File: config.mk
export PLATFORM = sky130hd
export DESIGN_NAME = quad_step_gen
export DESIGN_NICKNAME = d
export VERILOG_FILES = /design/src/rtl/quad_step_gen.sv
export SDC_FILE = /design/constraint.sdc
export NUM_CORES = 1
export LEC_CHECK = 0
export ABC_AREA = 1
export CORE_MARGIN = 1
export CORE_UTILIZATION = 35
export CTS_CLUSTER_DIAMETER = 40
export DETAILED_ROUTE_END_ITERATION = 16
export PLACE_DENSITY_LB_ADDON = 0.2
export SLEW_MARGIN = 5
export SYNTH_ARGS = -nofsm -noshare
export SYNTH_HDL_FRONTEND = slang
export SYNTH_SLANG_ARGS = --single-unit
File: constraint.sdc
create_clock -name clk -period 1.35 [get_ports clk]
set_input_delay 0.27 -clock clk [delete_from_list [all_inputs] [get_ports clk]]
set_output_delay 0.27 -clock clk [all_outputs]
set_load 0.02 [all_outputs]
File: src/rtl/quad_step_gen.sv
// quad_step_gen -- quadrature rotary-encoder waveform generator.
//
// Emulates a detented rotary encoder: accepts "N detents, direction D"
// commands and plays out one full 4-phase gray-code A/B cycle per detent.
// Every A/B state, including the 00 rest level between detents, is held
// for PHASE_CYCLES clocks.
//
// Ports:
//   clk        system clock, all logic on posedge
//   rst_n      asynchronous active-low reset
//   cmd_valid  command offered
//   cmd_dir    1 = CW (A leads), 0 = CCW (B leads)
//   cmd_count  detents to generate (0 is legal: finishes with no A/B activity)
//   cmd_ready  generator idle; command accepted on a valid && ready edge
//   abort      stop after the current detent completes
//   ROT_A      quadrature channel A (registered)
//   ROT_B      quadrature channel B (registered)
//   busy       command in progress (= ~cmd_ready)
//   remaining  detents not yet completed
//   done       1-cycle pulse when a command finishes or aborts
//   aborted    qualifies done: command ended early by abort
module quad_step_gen #(
    parameter int PHASE_CYCLES = 4,
    parameter int CNT_W        = 8
) (
    input  logic             clk,
    input  logic             rst_n,
    input  logic             cmd_valid,
    input  logic             cmd_dir,
    input  logic [CNT_W-1:0] cmd_count,
    output logic             cmd_ready,
    input  logic             abort,
    output logic             ROT_A,
    output logic             ROT_B,
    output logic             busy,
    output logic [CNT_W-1:0] remaining,
    output logic             done,
    output logic             aborted
);

    localparam int TMR_W = (PHASE_CYCLES > 1) ? $clog2(PHASE_CYCLES) : 1;
    localparam logic [TMR_W-1:0] TMR_RELOAD = TMR_W'(PHASE_CYCLES - 1);

    typedef enum logic [1:0] {
        IDLE   = 2'd0,
        RUN    = 2'd1,
        FINISH = 2'd2
    } state_t;

    state_t           state_reg;
    logic [TMR_W-1:0] timer_reg;
    logic [1:0]       phase_reg;
    logic             dir_reg;
    logic             abort_pend_reg;
    logic             rot_a_reg;
    logic             rot_b_reg;
    logic             done_reg;
    logic             aborted_reg;
    logic [CNT_W-1:0] remaining_reg;

    logic [1:0]       phase_next;
    logic             lead_next;
    logic             lag_next;
    logic             abort_now;

    // Phase index 0..3 maps to the leading/lagging channel pattern
    // 00 -> 10 -> 11 -> 01. CW puts the leading bit on A, CCW on B.
    always_comb begin
        phase_next = phase_reg + 2'd1;
        lead_next  = phase_next[1] ^ phase_next[0];
        lag_next   = phase_next[1];
    end

    // An abort arriving on the very edge a detent completes still counts.
    assign abort_now = abort_pend_reg | abort;

    always_ff @(posedge clk or negedge rst_n) begin
        if (!rst_n) begin
            state_reg      <= IDLE;
            timer_reg      <= '0;
            phase_reg      <= 2'd0;
            dir_reg        <= 1'b0;
            abort_pend_reg <= 1'b0;
            rot_a_reg      <= 1'b0;
            rot_b_reg      <= 1'b0;
            done_reg       <= 1'b0;
            aborted_reg    <= 1'b0;
            remaining_reg  <= '0;
        end else begin
            done_reg    <= 1'b0;
            aborted_reg <= 1'b0;
            case (state_reg)
                IDLE: begin
                    abort_pend_reg <= 1'b0;
                    if (cmd_valid) begin
                        dir_reg <= cmd_dir;
                        if (cmd_count == '0) begin
                            state_reg <= FINISH;
                        end else begin
                            remaining_reg <= cmd_count;
                            timer_reg     <= TMR_RELOAD;
                            phase_reg     <= 2'd0;
                            state_reg     <= RUN;
                        end
                    end
                end
                RUN: begin
                    if (abort) begin
                        abort_pend_reg <= 1'b1;
                    end
                    if (timer_reg != '0) begin
                        timer_reg <= timer_reg - TMR_W'(1);
                    end else begin
                        timer_reg <= TMR_RELOAD;
                        phase_reg <= phase_next;
                        rot_a_reg <= dir_reg ? lead_next : lag_next;
                        rot_b_reg <= dir_reg ? lag_next : lead_next;
                        // Phase 3 -> 0 is the return to rest: a detent completed.
                        if (phase_reg == 2'd3) begin
                            remaining_reg <= remaining_reg - CNT_W'(1);
                            if (remaining_reg == CNT_W'(1) || abort_now) begin
                                state_reg <= FINISH;
                            end
                        end
                    end
                end
                FINISH: begin
                    done_reg    <= 1'b1;
                    aborted_reg <= abort_pend_reg;
                    state_reg   <= IDLE;
                end
                default: begin
                    state_reg <= IDLE;
                end
            endcase
        end
    end

    assign cmd_ready = (state_reg == IDLE);
    assign busy      = ~cmd_ready;
    assign ROT_A     = rot_a_reg;
    assign ROT_B     = rot_b_reg;
    assign remaining = remaining_reg;
    assign done      = done_reg;
    assign aborted   = aborted_reg;

endmodule
# Word level (Yosys, flattened, before mapping)

Index checks and enable logic that the tools add are counted.

Bits in registers: 20
Latch bits: 0
ROM bits: 0
Bits in writable memories: 0
Bits of input ports: 13
Memories kept: 0

$add $sub $neg: 3
Shifts and indexed selects: 0
Divide/modulo/power cells: 0
$mul: 0
Order comparisons: 0
Multiplexer cells: 25
Reduce and logical (&&, ||, !) cells: 12
Equal/unequal tests: 10
Bitwise logic cells: 4

Operators by type and width:

| operator                                          | count |
|---|---|
| 2-to-1 mux 8 bit                                  | 4 |
| 2-to-1 mux 2 bit                                  | 11 |
| one-hot mux 8 bit (2 select lines)                | 1 |
| inequality test 2 bit (second input constant)     | 6 |
| one-hot mux 2 bit (2 select lines)                | 3 |
| == test 8 x 1 -> 1 bit (second input constant)    | 1 |
| logical NOT 8 bit                                 | 1 |
| AND reduction 4 bit                               | 2 |
| subtractor 8 x 1 -> 8 bit (second input constant) | 1 |
| AND reduction 2 bit                               | 3 |
| 2-to-1 mux 1 bit                                  | 5 |
| AND reduction 5 bit                               | 1 |
| == test 2 bit (second input constant)             | 2 |
| nonzero test 2 bit                                | 2 |
| AND reduction 3 bit                               | 1 |
| adder 2 x 1 -> 2 bit (second input constant)      | 1 |
| == test 2 x 1 -> 1 bit (second input constant)    | 1 |
| logical NOT 2 bit                                 | 1 |
| NOT 1 bit                                         | 2 |
| one-hot mux 1 bit (2 select lines)                | 1 |
| subtractor 2 x 1 -> 2 bit (second input constant) | 1 |
| logical OR 1 bit                                  | 1 |
| OR 1 bit                                          | 1 |
| bitwise XOR 1 bit                                 | 1 |

# Longest topological paths before layout

Gate-level depths: netlist of run 1.

Depth in word-level cells: 6
Depth in mapped cells: 8
Depth with buffers taken out: 8

# Worst setup path before layout of run 1

No wires, ideal clock.

Kind: reg2out
Start point: register state_reg[0]
End point: output port busy
Data arrival time: 1108 ps
Stages on the path, launching flop included: 3
Data required time: 1080 ps
Setup slack: -28 ps
Path through: dfrtp_1 -> nor2_1 -> inv_1

Longest elaborated chain between the ends: 2

Ends and longest elaborated chain:

| what                     | RTL line | RTL |
|---|---|---|
| start: declaration       | 50       | `state_t state_reg;` |
| start signal: assignment | 79       | `state_reg <= IDLE;` |
| start signal: assignment | 98       | `state_reg <= FINISH;` |
| start signal: assignment | 103      | `state_reg <= RUN;` |
| logical NOT 2 bit        | 139      | `assign cmd_ready = (state_reg == IDLE);` |
| via cmd_ready            | 31       | `output logic cmd_ready,` |
| NOT 1 bit                | 140      | `assign busy = ~cmd_ready;` |
| end: declaration         | 35       | `output logic busy,` |

The timed path passes the listed nets, and every way through them passes these cells.

# Final worst setup path of run 1

Start point: register state_reg[0]
End point: output port busy

Longest elaborated chain between the ends: 2

Ends and longest elaborated chain:

| what              | RTL line |
|---|---|
| logical NOT 2 bit | 139 |
| NOT 1 bit         | 140 |

No other way between the ends.

==> results of run 1 <==
==> cell usage after synthesis <==
cell type  count
nand2_1       60
inv_1         21
dfrtp_1       20
nor2_1        18
o21ai_0       13
nand3_1        8
a21oi_1        5
ha_1           4
o211ai_1       3
a21oi_2        2
nor3_1         2
a31oi_1        1
buf_4          1
inv_2          1
nand2_2        1
nand2_4        1
nand4_1        1
o21a_1         1
o21ai_1        1
xor2_1         1
==> kinds of logic (layout without fill, tap and decap cells) <==
| group | count (synthesis) | count (layout) | share of synthesized area [%] |
|---|---|---|---|
| AND/OR/NAND/NOR | 91 | 92 | 31.47 |
| AO/OA/AOI/OAI | 26 | 26 | 12.78 |
| XOR/XNOR | 1 | 1 | 0.7520 |
| buffers and inverters | 23 | 76 | 7.734 |
| flip-flops | 20 | 20 | 42.96 |
| adder cells (fa/ha/maj) | 4 | 4 | 4.297 |
==> what timing repair did <==
action	in CTS	in global routing
cloned	0	1
endpoints found under the setup margin	16	23
pin swaps	1	4
buffers inserted	1	2
gates resized for setup	25	43
==> area by class of cell <==
type	count	area (µm²)	share of cell area, %
Multi-Input combinational cell	123	663.1	37.32
Sequential cell	20	501.7	28.24
Timing Repair Buffer	50	419.2	23.59
Inverter	22	85.08	4.789
Tap cell	44	55.05	3.099
Clock inverter	1	30.03	1.690
Clock buffer	3	22.52	1.268
==> per-layer routing <==
metal	wire length [µm]	global-route usage, %	up-vias
met2	1426	30.63	27
met4	70	11.63	0
met1	1381	23.09	561
li1	-	-	629
met3	114	3.247	6
met5	0	0	-
==> placed cells by master (no fill, tap or decap), drive strengths merged, types with 7 or more instances in the layout <==
cell,instances
nor2,18
buf,27
dlygate4sd2,7
clkdlybuf4s50,12
inv,22
nand2,63
a21oi,7
clkbuf,7
o21ai,14
dfrtp,20
nand3,8
==> where the power goes <==
part	switching, mW	internal, mW	leakage (nW)
Combinational	1.61	1.23	0.653
Sequential	0.194	0.865	0.246
Clock	0.208	0.300	0.0279
Total	2.01	2.39	0.926
==> worst max path at each step <==
stage / cells after the start / slack [ps] / to / from
after floorplan: 8 / 3 / remaining[2] / remaining[0]
after global placement: 7 / -240 / timer_reg[0] / cmd_count[3]
after detailed placement: 7 / -280 / timer_reg[0] / cmd_count[2]
after CTS: 3 / -30 / busy / state_reg[1]
after global routing: 3 / -50 / busy / state_reg[0]
final: 3 / 5 / busy / state_reg[0]
==> critical path: cells and delay by family, from the launching register on <==
family                 cells  cell delay [ps]
DFF                        1              430
and+or+nand+nor            1              160
buffers and inverters      2              170
==> summary.txt, run 1 <==
Status -> completed
Chip Height -> 59.69 µm
Unique masters post-synth -> 20
Unrepaired setup endpoints after global routing -> true
Setup_tns -> 0 ps
Number of hold violations in the final report -> 0
Ratio of final minimum period to clock period -> 99.66%
Cell chosen for the clock root -> clkbuf_4
Htree depth -> 1
Post-place instance area -> 1633 µm²
Cell count of the worst reg-to-reg path -> 8
Pre-CTS setup slack -> -279.8 ps
Ordered cell list for the critical path -> nor2_4 -> inv_2 -> buf_6
Total power divided by cell area -> 2481 nW/µm²
Count of state elements after synthesis -> 20
Final estimated routing congestion in global placement -> 0.8182
Library cell with the largest summed area after synthesis -> dfrtp_1
Final WS setup -> 4.585 ps
Final slew viol count -> 0
Starting density of the core -> 37.54%
Largest net degree at the start of global routing -> 21
Register-to-register path setup slack -> 80 ps
Cell leakage power -> 0.9265 nW
Portion of the post-synthesis area used by sequential elements -> 42.96%
Count of warnings emitted by yosys -> 0
Critical path class -> reg -> out
Largest stage delay on the critical path -> 430 ps
Clock tree from TritonCTS -> built
Hold-fix buffer count after cts -> 0
Area added between synthesis and finish -> 52.52%
First-pass GRT wire length -> 4940 µm
Net count of the mapped netlist -> 182
Final setup vio count -> 0
Global-route usage over all layers -> 18.83%
Minimum clock period after layout -> 1345 ps
Number of buffers on the longest clock path -> 2
Synth top area share -> 42.96%
Worst EP required -> 1080 ps
Synth Area per Inst -> 7.060 µm²
TritonCTS sink count -> 20
DRT antenna net count -> 0
Critical path startpoint category -> register
Post-Syn Instances -> 165
Cts bufs inserted -> 3
I/O pin total -> 27
Fill cell count -> 292
Final standard cell count with taps included and fillers excluded -> 263
Layout cell share with drive strength beyond 1 -> 27.85%
Max Cap Violations -> 0
Maximum vdd ir drop -> 0.9768 mV
Final layout net count -> 237
Initial DRC count -> 50
Capturing element type of the critical path -> output pin
Worst-path cell with the longest stage delay -> dfrtp_1
Number of flip-flops in the largest register -> 8
Highest Clock Rate -> 743.3 MHz
Startpoint of the most critical register-to-register path -> state_reg[1]
Setup skew after layout -> 6.857 ps
Worst-path clk slew -> 130 ps
Horizontal die dimension -> 59.69 µm
Vias per inst -> 4.650
Post-DP HPWL -> 2169 µm
Main area contributors after synthesis -> dfrtp_1 43%, nand2_1 19%, inv_1 6.8%
Overall power after layout -> 4.408 mW
Fin Hold WS -> 277.8 ps
Count of inserted antenna diode cells -> 0
Die footprint -> 3563 µm²
Detail-routed net length per standard cell -> 11.38 µm
Initial antenna violation count -> 0
Critical-path maximum fanout -> 4
Number of vias after detailed routing -> 1223
Critical R2R Capture -> remaining[1]
I/O Buffers -> 26
Residual DRC count -> 0
Slew Limit Headroom -> 82.14%
Worst skew pair latency -> 320 ps
Floorplan row count -> 20
Post-layout instance area -> 1777 µm²
Drt pass-1 iters -> 4
Worst Tran Pin Value -> 267.9 ps
Remaining Overflow, GRT -> 0
Number of global-route vias before repair -> 1161
Total standard cell area after synthesis -> 1165 µm²
Kind of path behind the tightest hold check -> in -> async
Fraction of the core area covered by cells at the end of the flow -> 57.26%
Std-Cell Core Area -> 3103 µm²
Final wirelength -> 2993 µm
Number of placed instances with taps included -> 255
Arrival @ worst endpoint -> 1080 ps
Note: power is estimated with default switching activity, not from simulation.
==> inputs of run 2 (changes only) <==
--- a/config.mk
+++ b/config.mk
@@ -8,7 +8,6 @@
 export ABC_AREA = 1
 export CORE_MARGIN = 1
 export CORE_UTILIZATION = 35
-export CTS_CLUSTER_DIAMETER = 40
 export DETAILED_ROUTE_END_ITERATION = 16
 export PLACE_DENSITY_LB_ADDON = 0.2
 export SLEW_MARGIN = 5
==> results of run 2 <==
Same layout as run 1: the final DEF is identical, and so are final timing and power.
==> inputs of run 3 (changes only) <==
--- a/config.mk
+++ b/config.mk
@@ -9,7 +9,7 @@
 export CORE_MARGIN = 1
 export CORE_UTILIZATION = 35
 export DETAILED_ROUTE_END_ITERATION = 16
-export PLACE_DENSITY_LB_ADDON = 0.2
+export PLACE_DENSITY = 0.65
 export SLEW_MARGIN = 5
 export SYNTH_ARGS = -nofsm -noshare
 export SYNTH_HDL_FRONTEND = slang
==> summary.txt, run 3 (synthesized netlist as in run 1, its figures left out) <==
Worst-path clk slew -> 130 ps (about the same)
Chip Height -> 59.69 µm (unchanged)
Critical-path maximum fanout -> 3 (-1)
Std-Cell Core Area -> 3103 µm² (unchanged)
Cell leakage power -> 0.9295 nW (+0.33%)
Most common cell after layout, fill and taps aside -> nand2_1
Number of hold violations in the final report -> 0 (unchanged)
Cts bufs inserted -> 3 (unchanged)
Most used cells in the layout excluding fill and tap cells -> 58 x nand2_1, 21 x buf_4, 20 x dfrtp_1
Largest net degree at the start of global routing -> 21 (unchanged)
Detail-routed net length per standard cell -> 11.65 µm (+2.4%)
Kind of path behind the tightest hold check -> in -> async
Final setup vio count -> 0 (unchanged)
Area of the multi-input gates -> 656.9 µm² (-0.94%)
Ratio of final minimum period to clock period -> 97.19% (-2.5 points)
Unrepaired setup endpoints after global routing -> true
Max Cap Violations -> 0 (unchanged)
Total power divided by cell area -> 2459 nW/µm² (-0.88%)
Vias per inst -> 4.752 (+2.2%)
Die footprint -> 3563 µm² (unchanged)
Initial DRC count -> 61 (+22%)
Switching fraction of total power -> 45.77% (+0.063 points)
Starting density of the core -> 37.54% (unchanged)
Fraction of the core area covered by cells at the end of the flow -> 57.50% (+0.24 points)
Final WS setup -> 37.91 ps (+33.32 ps)
Overall power after layout -> 4.388 mW (-0.46%)
Sequential cell area -> 500.5 µm² (-0.25%)
Htree depth -> 1 (unchanged)
Layer with the highest usage -> met2
Met3 Track Usage GR -> 2.381% (-0.87 points)
Floorplan row count -> 20 (unchanged)
Remaining Overflow, GRT -> 0 (unchanged)
Minimum clock period after layout -> 1312 ps (-33.32 ps)
Horizontal die dimension -> 59.69 µm (unchanged)
Fill cell count -> 301 (+3.1%)
Worst EP required -> 1080 ps (about the same)
Capturing element type of the critical path -> output pin
Arrival @ worst endpoint -> 1040 ps (-40 ps)
Maximum vdd ir drop -> 0.8784 mV (-10%)
DRT antenna net count -> 0 (unchanged)
Critical path class -> reg -> out
Post-DP HPWL -> 2253 µm (+3.9%)
Clock tree from TritonCTS -> built
Count of inserted antenna diode cells -> 0 (unchanged)
Met1 Track Usage GR -> 20.92% (-2.2 points)
Internal power summed over all cells -> 2.379 mW (-0.57%)
Area added between synthesis and finish -> 53.17%
Final estimated routing congestion in global placement -> 0.8703 (+6.4%)
Highest Clock Rate -> 762.1 MHz (+2.5%)
Slew Limit Headroom -> 76.52% (-5.6 points)
Seq pwr share -> 23.6% (-0.4 points)
Layout cell share with drive strength beyond 1 -> 22.02% (-5.8 points)
Status -> completed
I/O pin total -> 27 (unchanged)
Pre-CTS setup slack -> -268.8 ps (+11.04 ps)
Relative contribution of combinational cells to total power -> 65.0% (+0.5 points)
Worst skew pair latency -> 300 ps (-20 ps)
Worst Tran Pin Value -> 348.5 ps (+80.67 ps)
Net load switching power -> 2.008 mW (-0.32%)
Met2 GRT Util -> 33.33% (+2.7 points)
Residual DRC count -> 0 (unchanged)
Global-route usage over all layers -> 18.48% (-0.35 points)
Number of vias after detailed routing -> 1245 (+1.8%)
Drt pass-1 iters -> 4 (unchanged)
Final wirelength -> 3052 µm (+2.0%)
I/O Buffers -> 26 (unchanged)
Number of buffers on the longest clock path -> 2 (unchanged)
Final layout net count -> 236 (-0.42%)
First-pass GRT wire length -> 4926 µm (-0.28%)
Number of flip-flops in the largest register -> 8 (unchanged)
Critical path startpoint category -> register
TritonCTS sink count -> 20 (unchanged)
Cell chosen for the clock root -> clkbuf_4
Final slew viol count -> 0 (unchanged)
Initial antenna violation count -> 0 (unchanged)
Number of global-route vias before repair -> 1218 (+4.9%)
Clock group share of total power -> 11.4% (about the same)
Setup skew after layout -> 4.888 ps (-1.969 ps)
-- run 3: path summary, 6_finish.rpt --
path,start,endpoint,slack (ps),depth (start not counted)
worst max-delay path,state_reg[0],busy,40,3
min in group clk,ROT_B,ROT_B,500,1
worst min register to register,ROT_B,ROT_B,500,1
worst min-delay path,rst_n,timer_reg[0],290,2
worst max register to register,remaining[2],remaining[7],70,9
max in group asynchronous,rst_n,state_reg[0],840,2
-- run 3: final cells by class --
type | count | area share, %
tap | 44 | 3.086
sequential | 20 | 28.05
timing repair buffer | 49 | 24.19
clock buffer | 3 | 1.262
clock inverter | 1 | 1.683
inverter | 22 | 4.909
multi-input combinational | 123 | 36.82
-- run 3: worst max-delay path: stages (launching register included) --
cell     delay, ps
dfrtp_1        410
nor2_2         150
inv_1           60
buf_6          130
-- run 3: per-layer routing --
layer	share of wire, %	routed length [µm]	vias to the layer above
met4	2.4	74	0
met2	52	1600	18
li1	-	-	629
met5	0	0	-
met3	2.1	65	6
met1	43	1312	592
-- run 3: power groups by stage --
stage	Sequential, mW	Clock [mW]	Combinational, mW
finish	1.04	0.499	2.85
floorplan	1.27	0	1.27
global route	1.06	0.545	3.14
global placement	1.04	0	2.57
CTS	1.02	0.516	2.54
detailed placement	1.04	0	2.61
-- run 3: through the flow --
step | TNS, ps | cells | instance area [µm²] | hold WS, ps
floorplan | 0 | 165 | 1167 | -25.59
finish | 0 | 262 | 1784 | 291.2
CTS | 0 | 260 | 1674 | 291.8
global placement | -3234 | 255 | 1633 | 460.9
global route | -66.89 | 262 | 1784 | 299.4
detailed placement | -3205 | 255 | 1633 | 467.6
-- run 3: what timing repair did --
action                     CTS  global route
resized for setup           23            28
buffers inserted             1             1
cloned                       0             1
hold buffers                 0             0
setup endpoints to repair   19            21
pin swaps                    1             4
==> RTL edit, RTL diff (config.mk and constraints of run 3) <==
Change the parameter `CNT_W` from 8 to 12.
--- a/src/rtl/quad_step_gen.sv
+++ b/src/rtl/quad_step_gen.sv
@@ -21,7 +21,7 @@
 //   aborted    qualifies done: command ended early by abort
 module quad_step_gen #(
     parameter int PHASE_CYCLES = 4,
-    parameter int CNT_W        = 8
+    parameter int CNT_W        = 12
 ) (
     input  logic             clk,
     input  logic             rst_n,
Ports: changed (resized cmd_count and remaining); port bits go from 27 to 35. No check against the original RTL was run, so the function may have changed too.
==> RTL edit against run 3 <==
The flow now finishes with violations (setup timing); first-iteration DRC count increased by 56%; sequential cell count rose by 4; register-to-register slack got worse by 0.13 ns; final area is 35% higher; synthesized cell count grew 27%; maximum frequency decreased by 7.0%; setup slack worse by 0.098 ns; worst hold slack gained 0.042 ns; power grew 42%; critical path depth rose by 7; wire length grew 48%; area after synthesis grew 27%; sequential share of layout area is 3.0 points lower; critical endpoint is now remaining[5]; largest cell class unchanged; highest routed layer unchanged.
==> RTL edit: results (changes against run 3) <==
Run status
  • Status: finished with violations
  • Failing checks: setup timing

Logic synthesis
  • Distinct cells, synth: 29 (+45%)
  • Synthesized net count: 230 (+26%)
  • Post-synth top cells: nand2_1 (76), nor2_1 (26), dfrtp_1 (24)
  • Compound-gate portion of the synthesized area: 0.0970 (-0.0308)
  • Post-synthesis sequential area ratio: 0.405 (-0.0246)
  • Post-synthesis mux area share: 0.00675 (+0.00675)
  • Post-synthesis xor/xnor area fraction: 0.0177 (+0.0102)
  • Yosys reg bits: 24 (+20%)
  • Post-Synth Adder-Cell Area: 0.0338 (-0.00921)

Global routing
  • Pin count of the biggest net entering global routing: 25 (+19%)
  • Gr usage total: 0.210 (+0.0251)
  • Met2 Resource Use GR: 0.353 (+0.0192)
  • Met3 usage: 0.0548 (+0.0310)
  • Vias in the first global route: 1535 (+26%)

Setup path
  • Worst R2R Start: state_reg[1]
  • CP peak stage delay: 0.43 ns (+0.02 ns)
  • Worst Path Arrival: 1.59 ns (+0.55 ns)
  • CP max FO: 8 (+5)
  • Reg2reg end: remaining[5]

Timing
  • Least-Margin Pin Slew: 0.243 ns (-0.106 ns)
  • Hold Slack: 0.334 ns (+0.0424 ns)
  • Final setup viols: 14 (+14)
  • Clock skew: 0.0107 ns (+0.00579 ns)
  • Final worst slack: -0.0603 ns (-0.0982 ns)

Layout
  • Buffering overhead: 0.255 (+0.0126)
  • Nets: 303 (+28%)
  • Non-clock buffers: 70 (+43%)
  • Non-CTS inverters: 23 (+4.5%)
  • CLK BUF: 4 (+1)
  • Final-layout fill cell count: 369 (+23%)
  • Layout clock area frac: 0.0228 (-0.00664)
  • Area of the multi-input gates: 988 um2 (+50%)
  • Multi-input gates: 160 (+30%)
  • Storage element area: 604 um2 (+21%)

Placed design
  • Global placement routability congestion: 0.830 (-4.6%)
  • DPL Wire Length: 2880 um (+28%)
  • Port Buffers: 34 (+31%)

Detailed routing
  • Iter 0 DRT Violations: 95 (+56%)
  • DR vias: 1637 (+31%)

Clocking
  • Root buf cell: clkbuf_8
  • Clock-pin slew on the worst setup and hold paths: 0.09 ns (-0.04 ns)
  • Worst-Skew Late Latency: 0.28 ns (-0.02 ns)

Pwr
  • Worst vdd ir: 1.39 mV (+58%)
## RTL edit: how the worst max path moves through the flow
stage | startpoint | to | slack (ns) | cells after the start
after floorplan | remaining[1] | remaining[4] | -0.004 | 6
after global placement | cmd_count[7] | remaining[2] | -0.40 | 6
after detailed placement | cmd_count[7] | remaining[1] | -0.43 | 6
after CTS | state_reg[1] | remaining[10] | -0.06 | 10
after global routing | state_reg[1] | remaining[5] | -0.15 | 10
final | state_reg[1] | remaining[5] | -0.06 | 10
## RTL edit: timing repair
item                       CTS  global route
resized for setup           66            37
pin swaps                   16            20
setup endpoints to repair   34            27
gates cloned                 1             0
buffers inserted             7             4
## RTL edit: per-stage QoR
step	instances	instance area [um2]	util	power, mW
floorplan	209	1500	-	3.46
global placement	315	2080	0.517	4.84
detailed placement	315	2080	0.517	4.91
CTS	327	2300	0.570	5.88
global route	331	2410	0.599	6.68
finish	331	2410	0.599	6.22
## RTL edit: cell families after synthesis
family | count (synthesis)
buf+inv | 26
mux | 1
compound gates | 25
flops | 24
simple gates | 126
xor+xnor | 3
fa+ha+maj | 4
## RTL edit: layer usage
metal / vias to the layer above / wire [um]
li1: 811 / -
met1: 770 / 1840
met2: 52 / 2340
met3: 4 / 277
met4: 0 / 55
met5: - / 0
## RTL edit: power by group
part / internal [mW] / total (mW) / switching (mW) / leakage (nW)
combinational: 1.88 / 4.34 / 2.46 / 0.895
clock: 0.261 / 0.507 / 0.246 / 0.0288
sequential: 1.05 / 1.37 / 0.320 / 0.296
## RTL edit: worst max-delay path: cells and delay by family (launching register included)
family	cells	cell delay [ns]
buffers and inverters	4	0.33
AND/OR/NAND/NOR	6	0.56
flip-flops	1	0.43
